==> src/rtl/gear_ctrl_pkg.sv <==
// Shared definitions for the gearbox rate-conversion sequencer.
package gear_ctrl_pkg;

  // FSM state encodings; 3'd5..3'd7 are illegal and recover to ST_IDLE.
  typedef enum logic [2:0] {
    ST_IDLE      = 3'd0,
    ST_WAIT_LOCK = 3'd1,
    ST_FILL      = 3'd2,
    ST_READY     = 3'd3,
    ST_HOLDOFF   = 3'd4
  } gear_state_e;

  localparam int RELOCK_CNT_W = 8;

  // Largest of three cycle parameters, used to size the shared counter.
  function automatic int max3(input int a, input int b, input int c);
    int m;
    m = (a > b) ? a : b;
    return (m > c) ? m : c;
  endfunction

endpackage

==> src/rtl/gear_rate_ctrl_sync2.sv <==
// Single-bit two-flop synchronizer, resets to 0.
module sync2 (
  input  logic clk,
  input  logic rst_n,
  input  logic d_i,
  output logic q_o
);

  logic meta_q;
  logic sync_q;

  // Two back-to-back flops to settle metastability on an asynchronous input.
  always_ff @(posedge clk or negedge rst_n) begin
    if (!rst_n) begin
      meta_q <= 1'b0;
      sync_q <= 1'b0;
    end else begin
      meta_q <= d_i;
      sync_q <= meta_q;
    end
  end

  assign q_o = sync_q;

endmodule

==> src/rtl/gear_rate_ctrl.sv <==
// Sequencer that enables the Rx/Tx gearboxes after a qualified lock period,
// waits for the gearbox pipeline to fill, tears down on lock loss and
// enforces a hold-off before re-arming. Counts lock-loss teardowns from READY.
//
// Handshake: there is no valid/ready pair here; enable_req is a level
// request sampled every clk_125 edge, and drate_enable/gear_ready are
// levels that stay asserted only while the request and qualified lock hold.
module gear_rate_ctrl
  import gear_ctrl_pkg::*;
#(
  parameter int LOCK_CYCLES    = 1024,
  parameter int FILL_CYCLES    = 8,
  parameter int HOLDOFF_CYCLES = 16
) (
  input  logic                    clk_125,
  input  logic                    rst_n,
  input  logic                    enable_req,
  input  logic                    pll_lock,
  input  logic                    cdr_lock,
  input  logic                    rx_los,
  input  logic                    cnt_clr,
  output logic                    drate_enable,
  output logic                    gear_ready,
  output logic [2:0]              state,
  output logic [RELOCK_CNT_W-1:0] relock_cnt
);

  localparam int CNT_W = $clog2(max3(LOCK_CYCLES, FILL_CYCLES, HOLDOFF_CYCLES));
  localparam logic [CNT_W-1:0] LOCK_LAST = CNT_W'(LOCK_CYCLES - 1);
  localparam logic [CNT_W-1:0] FILL_LAST = CNT_W'(FILL_CYCLES - 1);
  localparam logic [CNT_W-1:0] HOLD_LAST = CNT_W'(HOLDOFF_CYCLES - 1);
  localparam logic [CNT_W-1:0] CNT_ONE   = CNT_W'(1);

  logic pll_lock_s;
  logic cdr_lock_s;
  logic rx_los_s;
  logic lock_ok;
  logic teardown;

  gear_state_e             state_q;
  logic [CNT_W-1:0]        cnt_q;
  logic                    drate_en_q;
  logic                    gear_rdy_q;
  logic [RELOCK_CNT_W-1:0] relock_q;
  logic [RELOCK_CNT_W-1:0] relock_d;

  sync2 u_sync_pll (.clk(clk_125), .rst_n(rst_n), .d_i(pll_lock), .q_o(pll_lock_s));
  sync2 u_sync_cdr (.clk(clk_125), .rst_n(rst_n), .d_i(cdr_lock), .q_o(cdr_lock_s));
  sync2 u_sync_los (.clk(clk_125), .rst_n(rst_n), .d_i(rx_los),   .q_o(rx_los_s));

  assign lock_ok  = pll_lock_s & cdr_lock_s & ~rx_los_s;
  assign teardown = ~lock_ok | ~enable_req;

  // Sequencing FSM with shared counter; outputs registered alongside state.
  always_ff @(posedge clk_125 or negedge rst_n) begin
    if (!rst_n) begin
      state_q    <= ST_IDLE;
      cnt_q      <= '0;
      drate_en_q <= 1'b0;
      gear_rdy_q <= 1'b0;
    end else begin
      case (state_q)
        ST_IDLE: begin
          if (enable_req) begin
            state_q <= ST_WAIT_LOCK;
            cnt_q   <= '0;
          end
        end
        ST_WAIT_LOCK: begin
          if (!enable_req) begin
            state_q <= ST_IDLE;
            cnt_q   <= '0;
          end else if (!lock_ok) begin
            cnt_q <= '0;
          end else if (cnt_q == LOCK_LAST) begin
            state_q    <= ST_FILL;
            cnt_q      <= '0;
            drate_en_q <= 1'b1;
          end else begin
            cnt_q <= cnt_q + CNT_ONE;
          end
        end
        ST_FILL: begin
          // Teardown takes precedence over fill completion.
          if (teardown) begin
            state_q    <= ST_HOLDOFF;
            cnt_q      <= '0;
            drate_en_q <= 1'b0;
            gear_rdy_q <= 1'b0;
          end else if (cnt_q == FILL_LAST) begin
            state_q    <= ST_READY;
            cnt_q      <= '0;
            gear_rdy_q <= 1'b1;
          end else begin
            cnt_q <= cnt_q + CNT_ONE;
          end
        end
        ST_READY: begin
          if (teardown) begin
            state_q    <= ST_HOLDOFF;
            cnt_q      <= '0;
            drate_en_q <= 1'b0;
            gear_rdy_q <= 1'b0;
          end
        end
        ST_HOLDOFF: begin
          if (cnt_q == HOLD_LAST) begin
            state_q <= ST_IDLE;
            cnt_q   <= '0;
          end else begin
            cnt_q <= cnt_q + CNT_ONE;
          end
        end
        default: begin
          state_q    <= ST_IDLE;
          cnt_q      <= '0;
          drate_en_q <= 1'b0;
          gear_rdy_q <= 1'b0;
        end
      endcase
    end
  end

  // Next relock count: clear wins, otherwise saturating bump on lock loss in READY.
  always_comb begin
    relock_d = relock_q;
    if (cnt_clr) begin
      relock_d = '0;
    end else if ((state_q == ST_READY) && !lock_ok && (relock_q != '1)) begin
      relock_d = relock_q + RELOCK_CNT_W'(1);
    end
  end

  // Relock status register.
  always_ff @(posedge clk_125 or negedge rst_n) begin
    if (!rst_n) begin
      relock_q <= '0;
    end else begin
      relock_q <= relock_d;
    end
  end

  assign drate_enable = drate_en_q;
  assign gear_ready   = gear_rdy_q;
  assign state        = state_q;
  assign relock_cnt   = relock_q;

endmodule

==> config.mk <==
export PLATFORM = sky130hd
export DESIGN_NAME = gear_rate_ctrl
export DESIGN_NICKNAME = d
export VERILOG_FILES = /design/src/rtl/gear_ctrl_pkg.sv /design/src/rtl/gear_rate_ctrl_sync2.sv /design/src/rtl/gear_rate_ctrl.sv
export SDC_FILE = /design/constraint.sdc
export NUM_CORES = 1
export LEC_CHECK = 0
export CORE_ASPECT_RATIO = 1.5
export CORE_UTILIZATION = 40
export CTS_BUF_LIST = sky130_fd_sc_hd__clkbuf_2 sky130_fd_sc_hd__clkbuf_4 sky130_fd_sc_hd__clkbuf_8
export DETAILED_ROUTE_END_ITERATION = 12
export GPL_TIMING_DRIVEN = 0
export HOLD_SLACK_MARGIN = 0.02
export PLACE_DENSITY = 0.66
export SETUP_SLACK_MARGIN = 0.1
export SLEW_MARGIN = 10
export SYNTH_ARGS = -nofsm -noshare
export SYNTH_HDL_FRONTEND = slang
export SYNTH_SLANG_ARGS = --single-unit
==> constraint.sdc <==
create_clock -name clk_125 -period 1.87 [get_ports clk_125]
set_input_delay 0.374 -clock clk_125 [delete_from_list [all_inputs] [get_ports clk_125]]
set_output_delay 0.374 -clock clk_125 [all_outputs]
set_load 0.005 [all_outputs]
* After elaboration in Yosys (flattened, before gate mapping)
Cells that the tools add are included.
** Storage, ports and cells
- Word-level logic and storage cells :: 79
- Register bits :: 29
- Bits of input ports :: 7
** Cells by class
- Multiplexer cells :: 28
- Reductions and logical operators :: 12
- Eq/ne operators :: 18
- Bitwise logic cells :: 8
- $add $sub $neg :: 2
** Operator list (number)
- two-way mux 10 bit :: 8
- case mux 10 bit (5 select lines) :: 1
- two-way mux 3 bit :: 8
- two-way mux 8 bit :: 2
- case mux 3 bit (5 select lines) :: 1
- != test 2 bit, second input constant :: 6
- adder 10 x 1 -> 10 bit, second input constant :: 1
- == test 10 bit, second input constant :: 1
- == test 10 x 3 -> 1 bit, second input constant :: 1
- == test 10 x 4 -> 1 bit, second input constant :: 1
- != test 3 bit, second input constant :: 3
- adder 8 x 1 -> 8 bit, second input constant :: 1
- != test 8 bit, second input constant :: 1
- == test 3 x 2 -> 1 bit, second input constant :: 2
- two-way mux 1 bit :: 6
- case mux 1 bit (3 select lines) :: 2
- AND reduction 6 bit :: 1
- inverter 1 bit :: 5
- AND reduction 5 bit :: 1
- OR reduction 2 bit :: 2
- == test 3 x 1 -> 1 bit, second input constant :: 1
- == test 3 bit, second input constant :: 1
- zero test 3 bit :: 1
- AND reduction 3 bit :: 1
- other kinds (8) :: 10

* Depth between registers and ports, before layout
Gate-level depths: netlist of the first run.
- Depth in word-level cells :: 7
- Gate-level depth with buffers :: 6
- Gate-level depth less buffers :: 6

* Modules after synthesis
Synthesis of the first run repeated with hierarchy kept, for this count alone.
** Second synthesis, totals
- Cell total of the unflattened synthesis :: 152
- Area total of the unflattened synthesis :: 1497.7 um^2
** Modules (own cells, without submodules)
- gear_rate_ctrl :: instances 1, seq. area each 575.6 um^2, area an instance 1347.5 um^2, cells an instance 146
- sync2 :: instances 3, seq. area each 50.0 um^2, area an instance 50.0 um^2, cells an instance 2

* Least setup slack after synthesis of the first run
No wires, ideal clock.
- Kind :: register to register
- From :: register cnt_q[5]
- To :: register cnt_q[5]
- Setup time :: 0.129 ns
- Cell stages (with the launch flop) :: 6
- Arrival :: 1.515 ns
- Slack :: 0.226 ns
- Cells stage by stage :: dfrtp_1 -> nor4_2 -> nand3_1 -> o22a_4 -> nor3_4 -> o21ai_1
** Between the ends
- Longest elaborated chain between the ends :: 5
** RTL lines
- start, declared :: RTL line gear_rate_ctrl.sv:41 : logic [CNT_W-1:0] cnt_q;
- start signal, assigned :: RTL line gear_rate_ctrl.sv:80 : cnt_q <= cnt_q + CNT_ONE;
- start signal, assigned :: RTL line gear_rate_ctrl.sv:95 : cnt_q <= cnt_q + CNT_ONE;
- start signal, assigned :: RTL line gear_rate_ctrl.sv:111 : cnt_q <= cnt_q + CNT_ONE;
- adder 10 x 1 -> 10 bit or == test 10 bit (tied branches)
- two-way mux 10 bit :: RTL line gear_rate_ctrl.sv:75 : end else if (cnt_q == LOCK_LAST) begin
- two-way mux 10 bit :: RTL line gear_rate_ctrl.sv:73 : end else if (!lock_ok) begin
- two-way mux 10 bit :: RTL line gear_rate_ctrl.sv:70 : if (!enable_req) begin
- case mux 10 bit (5 select lines) (*) :: RTL line gear_rate_ctrl.sv:62 : case (state_q)
Every way passes the cells marked *; elsewhere a longest branch is shown, timed or not.
A chain may end at the register's enable or synchronous reset.

* Final worst setup path of the first run
- From :: register cnt_q[6]
- To :: register cnt_q[5]
** Between the ends
- Longest elaborated chain between the ends :: 5
** RTL lines (RTL line)
- == test 10 bit :: gear_rate_ctrl.sv:75
- two-way mux 10 bit :: gear_rate_ctrl.sv:75
- two-way mux 10 bit :: gear_rate_ctrl.sv:73
- two-way mux 10 bit :: gear_rate_ctrl.sv:70
- case mux 10 bit (5 select lines) (*) :: gear_rate_ctrl.sv:62
Marks and branches as above.

==> results of run 1 <==
-- layout make-up --
class                      instances  area (um2)
buffer                             4        25.0
fill                             341        1660
clock inverter                     3        22.5
multi-input combinational        123         876
timing repair buffer              26         234
tap                               43        53.8
inverter                           4        15.0
sequential                        29         729
clock buffer                       5        68.8
-- stage by stage --
stage	cell area [um2]	utilization (%)	power (W)	cells	hold slack (ns)
final	2020	55.0	0.00144	237	0.117
after floorplan	1560	-	0.000811	160	0.0784
after CTS	1980	53.9	0.00145	236	0.137
after global placement	1790	48.6	0.000885	221	0.335
after detailed placement	1780	48.5	0.000886	221	0.338
after global routing	2020	55.0	0.00152	237	0.171
-- layer usage --
layer	GRT usage, %	vias up
li1	-	634
met1	20.4	643
met2	35.1	30
met3	5.62	14
met4	11.8	0
met5	0	-
-- worst max-delay path, stage by stage (launching register included) --
cell	delay [ns]
dfrtp_2	0.43
nor4_4	0.36
a41oi_2	0.19
o22a_4	0.26
nor3_4	0.30
o21ai_1	0.09
-- what timing repair did --
| item | CTS | global route |
|---|---|---|
| setup buffers | 7 | 1 |
| hold endpoints to repair | 0 | 0 |
| pin swaps | 8 | 6 |
| cloned | 0 | 0 |
| setup endpoints to repair | 11 | 17 |
| resized for setup | 13 | 6 |
| hold buffers | 0 | 0 |
-- synthesized netlist by cell type (2+ instances only) --
master    instances  share of area (%)
dfrtp_1          29                 47
nand2_1          20                4.8
nor2_1           19                4.6
xnor2_1           9                5.1
o21ai_0           8                2.6
o21ai_1           8                2.6
nand3_1           7                2.3
inv_1             4               0.97
nor3_2            4                2.6
nor4_1            4                1.6
a21oi_1           3               0.97
buf_2             3               0.97
mux2i_1           3                1.9
nor3_1            3               0.97
and2b_1           2               0.97
ha_1              2                1.6
nand2b_1          2               0.80
nand4_1           2               0.80
nor2_2            2               0.80
nor4_2            2                1.6
nor4b_2           2                1.9
o31ai_1           2               0.97
-- sequential cells by signal, indices dropped and copies added (netlist names) --
name and flops:
cnt_q 10, relock_cnt 8, state 3, drate_enable 1, gear_ready 1, u_sync_cdr.meta_q 1, u_sync_cdr.q_o 1, u_sync_los.meta_q 1
u_sync_los.q_o 1, u_sync_pll.meta_q 1, u_sync_pll.q_o 1
-- logic make-up after synthesis --
family / count (synthesis) / share of synthesized area, %
muxes: 3 / 1.93
AOI/OAI and AO/OA: 29 / 12.6
buffers and inverters: 8 / 2.17
adders and majority gates: 2 / 1.61
xor gates and xnor gates: 9 / 5.07
and+or+nand+nor: 80 / 29.9
DFF: 29 / 46.7
-- how the worst max path moves through the flow --
stage               start       end  slack (ns)  depth (start not counted)
3_3_place_gp   enable_req  cnt_q[3]       -0.42                          6
6_report         cnt_q[6]  cnt_q[5]        0.13                          5
4_1_cts          cnt_q[8]  cnt_q[5]        0.10                          5
2_1_floorplan    cnt_q[5]  cnt_q[5]        0.23                          5
5_1_grt          cnt_q[6]  cnt_q[5]        0.07                          5
3_5_place_dp   enable_req  cnt_q[3]       -0.41                          6
-- where the power goes --
| group | internal (W) | switching [W] | total [W] |
|---|---|---|---|
| registers | 0.000647 | 0.0000176 | 0.000664 |
| logic | 0.000124 | 0.000141 | 0.000265 |
| clock network | 0.000260 | 0.000251 | 0.000511 |
==> out/results.ini, run 1 <==
[worst_setup_path]
r2r_start=cnt_q[6]
end_kind=flop
critPathKind=flop to flop
crit_required_ns=2.03
r2r_setup_slack_ns=0.13
critPathMaxFanout=6
cp-start-kind=flop
r2r-end=cnt_q[5]
rr_worst_depth=5
critPathArrivalTime_ns=1.91

[sta]
final_max_slew_viol_count=0
post-route-period-util_pct=93.3
period_needed_ns=1.74
tightest_slew_ns=0.651
fin_tns_setup_ns=0
worst_slack_ns=0.126
rsz0062_at_grt=yes
relSlewSlack_pct=56.6
finClkSkew_ns=0.00459
setup_violations=0
fmax_mhz=573
finalHoldViolations=0

[cells_and_area]
final_common_cell=dfrtp_1
antennaDiodeCount=0
drive_above_1_share_pct=23.2
nets=202
syn2layout_area_growth_pct=30.2
mostFrequentLayoutCells=dfrtp_1 (26), nand2_1 (20), nor2_1 (19)

[clock_network]
numCtsBuffers=5
clk_pin_slew_ns=0.07
htree_levels=2
clk_path_buf_depth=2
cts.sink_count=29
tritoncts=done
worst_skew_pair.late_latency_ns=0.28
cts_root_buf=clkbuf_8

[die]
io-pin-count=20
die_h_um=78.4
die_w_um=52.9
row_count=27
initial_core_util_pct=42.2
die-area_um2=4150
coreArea_um2=3680

[logic_synthesis]
seq_area_frac_synth_pct=46.7
ys_seq_elements=29
ys_types=42
yosysWarnings=0
netlist_instances=160
syn_nets=169
synth_top_flop_cell=dfrtp_1
syn_area_um2=1560
ys_async_sr_fraction_pct=100
avgSynthCellArea_um2=9.72
synth_edf_count=0

[power]
power.leakage_nw=0.814
ir_worst_vdd_uv=544
power.density_nw_per_um2=712

[grt]
grt_pass1_wl_um=6090
grt_usage_pct=20.1
grt_pass1_vias=1403
antenna_found_initial=0
grt_max_degree=30
gr-total-overflow=0

[run]
maxCapViolations=0

[place]
hpwl_um=2430
gp_congestion=0.823
port_buffers=18
place_ws_ns=-0.412

[route]
route.layer.met1.wl_um=1340
met2_length_um=1960
dr.pass1.iters=4
via_count=1321
maxUsedRoutingLayer=met4
drt_wl_total_um=3540
remaining_drc_errors=0
ant_nets=0
wl_met3_um=107
viasPerCell=5.57
drt_iter0_markers=47
wire_per_inst_um=14.9

[hold_path]
hold_path.class=input pin to asynchronous set/reset pin

[run_status]
status=completed

Note: power is estimated with default switching activity, not from simulation.
==> inputs of run 2 (changes only) <==
--- a/config.mk
+++ b/config.mk
@@ -10,9 +10,9 @@
 export CTS_BUF_LIST = sky130_fd_sc_hd__clkbuf_2 sky130_fd_sc_hd__clkbuf_4 sky130_fd_sc_hd__clkbuf_8
 export DETAILED_ROUTE_END_ITERATION = 12
 export GPL_TIMING_DRIVEN = 0
-export HOLD_SLACK_MARGIN = 0.02
 export PLACE_DENSITY = 0.66
 export SETUP_SLACK_MARGIN = 0.1
+export SKIP_CTS_REPAIR_TIMING = 1
 export SLEW_MARGIN = 10
 export SYNTH_ARGS = -nofsm -noshare
 export SYNTH_HDL_FRONTEND = slang
==> run 2 against run 1 <==
Effect of this change: combinational power grew 2%; count of clock-buffer cells in the layout unchanged; first-iteration DRC count did not move; register-to-register slack got worse by 0.04 ns; largest cell class unchanged.
==> out/results.ini, run 2 (synthesis results as in run 1) <==
[die]
row_count=27
io-pin-count=20
coreArea_um2=3680
die-area_um2=4150
initial_core_util_pct=42.2
die_w_um=52.9
die_h_um=78.4

[sta]
finClkSkew_ns=0.00552
setup_violations=0
finalHoldViolations=0
post-route-period-util_pct=95.2
period_needed_ns=1.78
final_max_slew_viol_count=0
hold-worst-slack_ns=0.111
tightest_slew_ns=0.645
relSlewSlack_pct=57.0
rsz0062_at_grt=yes
fmax_mhz=562

[place]
port_buffers=18
placed_area_um2=1780
gp_congestion=0.823
hpwl_um=2430

[clock_network]
cts_root_buf=clkbuf_8
clk_path_buf_depth=2
worst_skew_pair.late_latency_ns=0.28
clk_pin_slew_ns=0.07
tritoncts=done
htree_levels=2
cts.sink_count=29
numCtsBuffers=5

[grt]
grt_pass1_wl_um=5840
grt_max_degree=30
grt_pass1_vias=1325
antenna_found_initial=0
grt_usage_pct=19.3
gr-total-overflow=0

[hold_path]
hold_path.class=input pin to asynchronous set/reset pin

[cells_and_area]
mostFrequentLayoutCells=dfrtp_1 (27), nand2_1 (20), nor2_1 (19)
nets=203
drive_above_1_share_pct=24.6
fin_area_um2=2070
final_common_cell=dfrtp_1
largest_reg_flops=10
syn2layout_area_growth_pct=32.9
antennaDiodeCount=0
largest_register=cnt_q

[worst_setup_path]
end_kind=flop
crit_cells=5
slowest_stage=dfrtp_2
max_stage_delay_ns=0.43
critPathArrivalTime_ns=1.95
crit_required_ns=2.04
critical_path_buf_inv_count=0
cp_cell_sequence=nor4_4 > a41oi_2 > o22a_4 > nor3_4 > o21ai_1
rr_worst_depth=5
crit_family=simple AND/OR/NAND/NOR gates
critPathKind=flop to flop
critPathMaxFanout=7
r2r_setup_slack_ns=0.09
cp-start-kind=flop

[run]
maxCapViolations=0

[route]
remaining_drc_errors=0
drt_iter0_markers=47
ant_nets=0
dr.pass1.iters=4
viasPerCell=5.58
wire_per_inst_um=14.9
via_count=1329
drt_wl_total_um=3550

[run_status]
status=completed

[power]
power.leakage_nw=0.832
ir_worst_vdd_uv=545
power.density_nw_per_um2=702

==> run 2: changes by cell type in the layout (fill, tap and decap cells not counted), sizes merged <==
cell / change
buf: +1
dlymetal6s2s: +1
dlygate4sd2: -1
==> run 2: stage by stage <==
step | utilization, % | cells | total power (W) | setup WS, ns | setup TNS [ns]
floorplan | - | 160 | 0.000811 | 0.226 | 0
global placement | 48.6 | 221 | 0.000885 | -0.420 | -4.93
detailed placement | 48.5 | 221 | 0.000886 | -0.412 | -2.92
CTS | 50.9 | 229 | 0.00141 | -0.135 | -0.382
global route | 56.1 | 238 | 0.00152 | 0.0259 | 0
finish | 56.1 | 238 | 0.00145 | 0.0893 | 0
==> run 2: worst paths after layout <==
| path | start | endpoint |
|---|---|---|
| min in group clk_125 | u_sync_cdr.meta_q | u_sync_cdr.q_o |
| max in group asynchronous | rst_n | cnt_q[8] |
| worst max register to register | cnt_q[8] | cnt_q[5] |
| worst min-delay path | rst_n | cnt_q[7] |
| worst max-delay path | cnt_q[8] | cnt_q[5] |
| worst min register to register | u_sync_cdr.meta_q | u_sync_cdr.q_o |
==> run 2: worst reg2reg max path, stage by stage (launching register included) <==
cell and delay [ns]:
dfrtp_2 0.43, nor4_4 0.36, a41oi_2 0.19, o22a_4 0.27, nor3_4 0.32, o21ai_1 0.09
==> run 2: layer usage <==
| layer | GRT usage [%] | wire [um] | vias up |
|---|---|---|---|
| li1 | - | - | 638 |
| met1 | 20.2 | 1340 | 651 |
| met2 | 33.5 | 1990 | 35 |
| met3 | 5.43 | 143 | 5 |
| met4 | 10.0 | 68 | 0 |
| met5 | 0 | 0 | - |
==> run 2: cell type report <==
cell class | count | area (um2)
plain buffers | 4 | 25.0
inverters | 4 | 15.0
clock inverters | 3 | 22.5
flip-flops and latches | 29 | 728
fillers | 329 | 1620
repair buffers | 27 | 245
clock buffers | 5 | 68.8
well taps | 43 | 53.8
multi-input cells | 123 | 908
==> run 2: where the power goes <==
| group | internal (W) | switching, W |
|---|---|---|
| combinational | 0.000121 | 0.000149 |
| sequential | 0.000646 | 0.0000171 |
| clock | 0.000260 | 0.000258 |
==> inputs of run 3 (changes only) <==
==> constraint.sdc (replaced) <==
create_clock -name clk_125 -period 2 [get_ports clk_125]
set_input_delay 0.4 -clock clk_125 [delete_from_list [all_inputs] [get_ports clk_125]]
set_output_delay 0.4 -clock clk_125 [all_outputs]
set_load 0.005 [all_outputs]
==> run 3 against run 2 <==
Effect of this change: clock skew is essentially flat; design area shrank 5.4%; final cell count fell by 2.5%; total power down 8.3%; non-clock buffer count decreased by 6; register-to-register slack improved by 0.06 ns; largest cell class unchanged; core utilization shrank 3.1 points; via count fell by 3.0%.
==> out/results.ini, run 3 (synthesis results as in run 1) <==
[run_status]
status=completed

[place]
dpl.cell_count=221
hpwl_um=2430
port_buffers=18
gp_congestion=0.823

[sta]
finClkSkew_ns=0.00547
final_max_slew_viol_count=0
finalHoldViolations=0
rsz0062_at_grt=no
relSlewSlack_pct=57.3
period_needed_ns=1.85
post-route-period-util_pct=92.6
fmax_mhz=540
tightest_slew_ns=0.640
setup_violations=0

[route]
drt_iter0_markers=46
viasPerCell=5.56
remaining_drc_errors=0
drt_wl_total_um=3390
dr.pass1.iters=4
ant_nets=0
wire_per_inst_um=14.6
via_count=1289

[clock_network]
htree_levels=2
clk_pin_slew_ns=0.07
cts_root_buf=clkbuf_8
worst_skew_pair.late_latency_ns=0.28
cts.sink_count=29
tritoncts=done
clk_path_buf_depth=2
numCtsBuffers=5

[worst_setup_path]
cp-start-kind=flop
crit_required_ns=2.16
r2r_setup_slack_ns=0.15
r2r-end=cnt_q[5]
slowest_stage=nor4_4
critPathKind=flop to flop
critPathArrivalTime_ns=2.02
rr_worst_depth=6
end_kind=flop
r2r_start=cnt_q[0]
cp_cell_sequence=ha_2 > nand3_4 > nor4_4 > nor2_4 > nor3_4 > o21ai_1
max_stage_delay_ns=0.42
critPathMaxFanout=6

[cells_and_area]
final_common_cell=dfrtp_1
ff_latch_area_um2=726
largest_register=cnt_q
mostFrequentLayoutCells=dfrtp_1 (29), nand2_1 (20), nor2_1 (19)
largest_reg_flops=10
drive_above_1_share_pct=17.5
multiInputGateArea_um2=846
antennaDiodeCount=0
nets=197
nFillCells=343
syn2layout_area_growth_pct=25.7
post-route-util_pct=53.1
fin_cells=232

[power]
power.density_nw_per_um2=681
power.leakage_nw=0.772
power_w=0.00133
ir_worst_vdd_uv=507

[die]
initial_core_util_pct=42.2
coreArea_um2=3680
die_h_um=78.4
io-pin-count=20
row_count=27
die-area_um2=4150
die_w_um=52.9

[grt]
grt_pass1_vias=1325
gr-total-overflow=0
grt_max_degree=30
antenna_found_initial=0
grt_pass1_wl_um=5840
grt_usage_pct=19.3

[hold_path]
hold_path.class=input pin to asynchronous set/reset pin

[run]
maxCapViolations=0

==> run 3: critical path, delay by kind of cell (launching register included) <==
family | cells | cell delay [ns]
adders and majority gates | 1 | 0.25
DFF | 1 | 0.39
AOI/OAI and AO/OA | 1 | 0.11
and+or+nand+nor | 4 | 0.98
==> run 3: metal layers <==
layer  up-vias  GRT usage [%]  wire, um
met3         5           5.43       111
li1        625              -         -
met5         -              0         0
met4         0           10.0        68
met1       632           20.2      1350
met2        27           33.5      1870
==> run 3: power by group <==
| group | switching [W] | internal, W |
|---|---|---|
| Combinational | 0.000125 | 0.000103 |
| Sequential | 0.0000139 | 0.000604 |
| Clock | 0.000241 | 0.000243 |
==> run 3: area by class of cell <==
class | count | area share [%]
Timing Repair Buffer | 21 | 10.1
Clock inverter | 3 | 1.15
Inverter | 4 | 0.768
Sequential cell | 29 | 37.1
Buffer | 4 | 1.28
Clock buffer | 5 | 3.52
Tap cell | 43 | 2.75
Multi-Input combinational cell | 123 | 43.3
==> run 3: worst max path at each step <==
stage                     startpoint        to  slack (ns)  cells past startpoint
after CTS                 enable_req  cnt_q[3]       -0.03                      6
after global placement    enable_req  cnt_q[3]       -0.32                      6
after detailed placement  enable_req  cnt_q[3]       -0.31                      6
final                       cnt_q[0]  cnt_q[5]        0.15                      6
after global routing        cnt_q[0]  cnt_q[5]        0.07                      6
after floorplan           enable_req  cnt_q[3]        0.35                      5
==> run 3: metrics by stage <==
| stage | hold slack, ns | worst slack (ns) | instance area (um2) | TNS, ns |
|---|---|---|---|---|
| after floorplan | 0.104 | 0.355 | 1560 | 0 |
| after global placement | 0.335 | -0.316 | 1790 | -1.77 |
| after CTS | 0.163 | -0.0305 | 1880 | -0.0411 |
| after detailed placement | 0.338 | -0.308 | 1780 | -1.78 |
| after global routing | 0.195 | 0.0721 | 1950 | 0 |
| final | 0.134 | 0.148 | 1950 | 0 |
